**src/rtl/ecall_pkg.sv**
```systemverilog
// ---------------------------------------------------------------------------
// ecall_pkg
// Shared types for the writeback-stage system-call sequencer.
//   ecall_state_t  : sequencer FSM states
//   NUM_ECALL_ARGS : number of argument registers handed to the service (a0..a7)
//   ECALL_XLEN     : width of one argument / result
//   ecall_args_t   : packed a0..a7 bundle, index 0 = a0
// ---------------------------------------------------------------------------
package ecall_pkg;

   localparam int NUM_ECALL_ARGS = 8;
   localparam int ECALL_XLEN     = 64;

   typedef enum logic [2:0] {
      IDLE,
      DRAIN,
      DCACHE_FLUSH,
      CALL,
      WAIT,
      COMMIT
   } ecall_state_t;

   typedef logic [NUM_ECALL_ARGS-1:0][ECALL_XLEN-1:0] ecall_args_t;

endpackage : ecall_pkg

```
**src/rtl/ecall_sequencer.sv**
```systemverilog
// ---------------------------------------------------------------------------
// ecall_sequencer
// Sequences a system call that has reached writeback: stalls the pipeline,
// waits for memory to go idle, optionally flushes the data cache, hands the
// latched a0..a7 to a multi-cycle service unit, then writes the returned
// value to the register file while squashing younger instructions.
//
// Parameters
//   FLUSH_ON_ECALL : 1 = visit DCACHE_FLUSH, 0 = go straight from DRAIN to CALL
//   CNT_W          : width of ecall_count (wraps)
//
// Ports
//   clk, reset          : clock, asynchronous active-high reset
//   wb_valid/is_ecall/rd: writeback instruction info (sampled only in IDLE)
//   args                : a0..a7 from the register file
//   mem_idle            : no outstanding stores / memory responses
//   flush_req/flush_ack : dcache flush request (level) / completion (pulse)
//   svc_start/svc_args  : service start pulse / argument copy held for service
//   svc_done/svc_result : service completion pulse / return value
//   stall               : freeze IF..WB (only combinational output)
//   flush_younger       : squash all stages before WB
//   wr_en/wr_rd/wr_data : register-file write of the ecall result
//   busy                : sequencer not in IDLE
//   ecall_count         : number of completed ecalls
// ---------------------------------------------------------------------------
module ecall_sequencer
   import ecall_pkg::*;
#(
   parameter bit FLUSH_ON_ECALL = 1'b1,
   parameter int CNT_W          = 32
) (
   input  logic              clk,
   input  logic              reset,
   input  logic              wb_valid,
   input  logic              wb_is_ecall,
   input  logic [4:0]        wb_rd,
   input  ecall_args_t       args,
   input  logic              mem_idle,
   output logic              flush_req,
   input  logic              flush_ack,
   output logic              svc_start,
   output ecall_args_t       svc_args,
   input  logic              svc_done,
   input  logic [63:0]       svc_result,
   output logic              stall,
   output logic              flush_younger,
   output logic              wr_en,
   output logic [4:0]        wr_rd,
   output logic [63:0]       wr_data,
   output logic              busy,
   output logic [CNT_W-1:0]  ecall_count
);

   ecall_state_t state;
   ecall_state_t state_nxt;
   logic         trig;

   // x0 is hardwired to zero, so a result aimed at it is dropped.
   function automatic logic rd_writable(input logic [4:0] rd);
      return rd != 5'd0;
   endfunction

   assign trig = wb_valid & wb_is_ecall;

   // The ecall itself sits in WB while the sequence runs; it is released in
   // COMMIT so it retires on the same edge its result is written.
   assign stall = ((state != IDLE) && (state != COMMIT)) ||
                  ((state == IDLE) && trig);

   always_comb begin
      state_nxt = state;
      case (state)
         IDLE:         if (trig) state_nxt = DRAIN;
         DRAIN:        if (mem_idle) state_nxt = FLUSH_ON_ECALL ? DCACHE_FLUSH : CALL;
         DCACHE_FLUSH: if (flush_ack) state_nxt = CALL;
         CALL:         state_nxt = svc_done ? COMMIT : WAIT;
         WAIT:         if (svc_done) state_nxt = COMMIT;
         COMMIT:       state_nxt = IDLE;
         default:      state_nxt = IDLE;
      endcase
   end

   // Outputs are decoded from the next state so each one is a flop that is
   // already correct in the first cycle of the state it belongs to.
   always_ff @(posedge clk or posedge reset) begin
      if (reset) begin
         state         <= IDLE;
         flush_req     <= 1'b0;
         svc_start     <= 1'b0;
         svc_args      <= '0;
         flush_younger <= 1'b0;
         wr_en         <= 1'b0;
         wr_rd         <= 5'd0;
         wr_data       <= 64'd0;
         busy          <= 1'b0;
         ecall_count   <= '0;
      end else begin
         state <= state_nxt;

         // Arguments and destination are frozen for the whole call and only
         // replaced by the next ecall.
         if ((state == IDLE) && trig) begin
            svc_args <= args;
            wr_rd    <= wb_rd;
         end

         if (((state == CALL) || (state == WAIT)) && svc_done)
            wr_data <= svc_result;

         flush_req     <= (state_nxt == DCACHE_FLUSH);
         svc_start     <= (state_nxt == CALL);
         flush_younger <= (state_nxt == COMMIT);
         wr_en         <= (state_nxt == COMMIT) && rd_writable(wr_rd);
         busy          <= (state_nxt != IDLE);

         if (state_nxt == COMMIT)
            ecall_count <= ecall_count + CNT_W'(1);
      end
   end

endmodule : ecall_sequencer

```
**config.mk**
```make
export PLATFORM = sky130hd
export DESIGN_NAME = ecall_sequencer
export DESIGN_NICKNAME = d
export VERILOG_FILES = /design/src/rtl/ecall_pkg.sv /design/src/rtl/ecall_sequencer.sv
export SDC_FILE = /design/constraint.sdc
export NUM_CORES = 1
export LEC_CHECK = 0
export ABC_CLOCK_PERIOD_IN_PS = 35000
export BUFFER_PORTS_ARGS = -buffer_cell sky130_fd_sc_hd__buf_2
export CORE_AREA = 2 2 474 476
export DETAILED_ROUTE_END_ITERATION = 12
export DIE_AREA = 0 0 476 478
export GPL_ROUTABILITY_DRIVEN = 0
export PLACE_DENSITY_LB_ADDON = 0.15
export SLEW_MARGIN = 0
export SYNTH_ARGS = -nofsm -noshare
export SYNTH_HDL_FRONTEND = slang
export SYNTH_SLANG_ARGS = --single-unit
```
**constraint.sdc**
```tcl
create_clock -name clk -period 35 [get_ports clk]
set_input_delay 3.5 -clock clk [delete_from_list [all_inputs] [get_ports clk]]
set_output_delay 3.5 -clock clk [all_outputs]
set_load 0.005 [all_outputs]
```
* Word level (Yosys, flattened, before mapping)
Cells that the tools add are included.
Storage, ports and cells: bits in registers 621, input bits 588, output and inout bits 619, logic and storage cells 43
Operators by class: add/sub/neg operators 1, eq/ne operators 8, muxes and demuxes 6, bitwise gates (word level) 1, reduce and logical (&&, ||, !) cells 10
Operators with widths (number):
- $add 32x1->32 const B | 1
- $pmux 3 s5 | 1
- $eq 3x2->1 const B | 4
- $mux 3 | 4
- $eq 3x3->1 const B | 2
- $reduce_bool 3->1 | 2
- $reduce_bool 5->1 | 1
- $logic_and 1x1->1 | 4
- $eq 3x1->1 const B | 1
- $logic_not 3->1 | 1
- $ne 3x3->1 const B | 1
- $logic_or 1x1->1 | 2
- $and 1x1->1 | 1
- $mux 1 | 1

* Depth between registers and ports, before layout
depth after elaboration 5, depth in mapped cells 7

* Worst setup path after synthesis
Ideal clock, no wire load.
path kind in2out, start input wb_valid, end output stall, arrival 3.802 ns, required time 31.500 ns, slack 27.698 ns, cell stages on the path 3, path through nand2_1 nand2_1 a21o_1
Between the ends: cells in the longest elaborated chain, start to end 3
RTL lines:
- start: declaration | line ecall_sequencer.sv:34 | input logic wb_valid,
- $and 1x1->1 | line ecall_sequencer.sv:63 | assign trig = wb_valid & wb_is_ecall;
- $logic_and 1x1->1 | line ecall_sequencer.sv:68 | ((state == IDLE) && trig);
- $logic_or 1x1->1 | line ecall_sequencer.sv:67 | assign stall = ((state != IDLE) && (state != COMMIT)) ||
- end: declaration | line ecall_sequencer.sv:45 | output logic stall,
No other way between the ends.

* Worst setup path after layout
Same ends and word-level chain as after synthesis.

==> impl_metrics.yaml <==
run_status:
  status: "finished clean"
floorplanning:
  fp-row-count: 174
  start_util_pct: 10.4
  coreArea_um2: 223000
  io_pins: 1207
  die_w_um: 476
  die-area_um2: 228000
  die_height_um: 478
critical_path:
  crit_arrival_ns: 4.13
  cp_max_fo: 2
  end_kind: "output pin"
  cp-start-kind: "input port"
  critical_path_class: "in2out"
  cp.required_ns: 31.50
timing:
  rsz0062_at_grt: "no"
  max_slew_margin_pct: 29.3
  fmax_ghz: 0.131
  skew_ns: 0.0258
  period_share_pct: 21.8
  tns_ns: 0
  period_minus_slack_ns: 7.63
  drv_slew: 0
  hold_viol: 0
  fin_ws_ns: 27.37
  worst_pin_slew_ns: 1.05
  setup_viol: 0
yosys:
  ys_ff_latch: 621
  yosysTopAreaCellShare_pct: 66.8
  syn_inst: 1394
  yosysTopAreaCell: "dfrtp_1"
  netlist_area_um2: 23300
  synth.top_cells.by_area: "dfrtp_1 67%, mux2_2 28%, buf_2 1.1%"
  async_flop_share_pct: 100
  synth_edf_count: 0
  yosys.cell_types.count: 31
  ys_seq_area_share_pct: 66.8
  syn-num-nets: 1983
  syn_area_per_cell_um2: 16.7
  synth_warnings: 0
  synth_top_flop_cell: "dfrtp_1"
cts:
  cts_resized: 0
  cts-htree-levels: 3
  clock_path_buffers: 3
  cts-root-buf: "clkbuf_16"
  cts_hold_buf: 0
  post_cts_buffers: 0
  cts.sink_count: 621
  insertion_delay_ns: 0.71
  clkTransAtPathRegs_ns: 0.05
  cts_tree: "built"
  numCtsBuffers: 87
detailed_routing:
  wl_per_cell_um: 20.1
  drt_iter0_drc: 441
  vias: 17000
  final_antenna_net_count: 0
  wl_um: 115000
  drt-pass1-iter-count: 6
  drc_errors: 0
  drt-vias-per-instance: 2.97
pwr:
  power_leakage_nw: 16.3
  irDropWorstVdd_mv: 0.0400
  p_per_area_nw_per_um2: 89.7
  power.total_w: 0.00322
global_routing:
  gr-total-overflow: 0
  grt_usage_pct: 9.73
  grt_start_max_net_pins: 132
  grt_pass1_vias: 18200
  grt_pass1_wl_um: 154000
  antenna_found_initial: 77
placement:
  preCtsSetupSlack_ns: 27.37
  post-dp-hpwl_um: 90100
  port_buffers: 1206
  place_area_um2: 32900
flow_run:
  cap_violations: 0
worst_hold_path:
  hp-class: "reg2reg"
layout:
  drive_gt1_share_pct: 71.9
  nets: 3225
  design_area_um2: 35900
  syn_to_final_growth_pct: 54.2
  fill_cells: 24900
-- cell usage after synthesis (2+ instances only) --
cell type  number
xor2_1          2
nand3b_1        3
buf_2          52
and2_1          6
mux2_2        575
nor3_1          6
nand4_1        16
clkbuf_1        6
nor2_1          4
dfrtp_1       621
and3_1          6
xnor2_1        29
nand3_1        13
buf_4          12
and4_1          4
a21boi_2        2
nand2_1        13
a21oi_1         2
mux2_1          7
inv_1           4
-- layout make-up --
cell class                      count  area [um^2]  share of cell area [%]
Timing Repair Buffer             1224         6200                    17.3
Clock inverter                     27          340                   0.948
Tap cell                         2992         3740                    10.4
Inverter                            4         22.5                  0.0628
Multi-Input combinational cell    698         7360                    20.5
Sequential cell                   621        15500                    43.3
Antenna cell                       25         62.6                   0.174
Clock buffer                      132         2630                    7.32
-- cell families after synthesis --
group	after synthesis	synth area share (%)
flops	621	66.8
mux	582	28.2
simple gates	76	1.87
buf+inv	75	1.71
xor+xnor	31	1.17
compound gates	8	0.285
fa+ha+maj	1	0.0537
-- placed cells by master, fill, tap and decap left out, drive strengths merged, types with 6 or more instances in the layout --
cell    Yosys  final
nand2      13     13
nor3        6      6
nand4      16     16
clkinv      0     16
mux2      582    582
nand3      13     13
and2        6      6
buf        65   1224
xnor2      29     29
inv         4      7
diode       0     25
dfrtp     621    621
clkbuf      6    132
and3        6      6
-- report_power, final --
part / leakage, nW / internal [W] / switching [W]
Sequential: 7.42 / 0.00107 / 0.000197
Clock: 1.46 / 0.000556 / 0.000373
Combinational: 7.40 / 0.000554 / 0.000473
Total: 16.3 / 0.00218 / 0.00104
-- sequential cells by signal, summed over array words and instances, names as in the netlist --
name,cells
wr_en,1
wr_rd,5
flush_req,1
svc_args,512
flush_younger,1
ecall_count,32
state,3
busy,1
svc_start,1
wr_data,64
-- critical path, stage by stage --
cell     delay (ns)
buf_2          0.10
nand2_1        0.13
nand2_1        0.09
a21o_1         0.18
buf_2          0.12
-- path summary, 6_finish.rpt --
| kind | from | endpoint | slack, ns | cells past startpoint |
|---|---|---|---|---|
| worst min-delay path | ecall_count[31]$_DFFE_PP0N_ | ecall_count[31]$_DFFE_PP0N_ | 0.47 | 1 |
| max in group asynchronous | reset | svc_args[77]$_DFFE_PP0P_ | 29.24 | 5 |
| min in group asynchronous | reset | svc_args[263]$_DFFE_PP0P_ | 2.90 | 2 |
| worst max register to register | state[1]$_DFF_PP0_ | svc_args[300]$_DFFE_PP0P_ | 30.54 | 6 |
| worst max-delay path | wb_valid | stall | 27.37 | 5 |
| worst min register to register | ecall_count[31]$_DFFE_PP0N_ | ecall_count[31]$_DFFE_PP0N_ | 0.47 | 1 |
-- routing by layer --
metal	vias up	global-route usage, %	share of wire (%)
met5	-	0	0.34
met4	62	2.75	2.7
met3	212	5.39	12
met2	877	16.6	48
met1	8362	10.2	36
li1	7480	-	-
-- stage by stage --
step / std cells / hold slack, ns / utilization, %
5_1_grt: 5702 / 0.493 / 16.1
4_1_cts: 5698 / 0.479 / 16.1
2_1_floorplan: 1394 / 0.468 / -
3_3_place_gp: 5539 / 0.461 / 14.7
3_5_place_dp: 5539 / 0.472 / 14.7
6_report: 5723 / 0.466 / 16.1
Power figures use the tool's default switching activity.
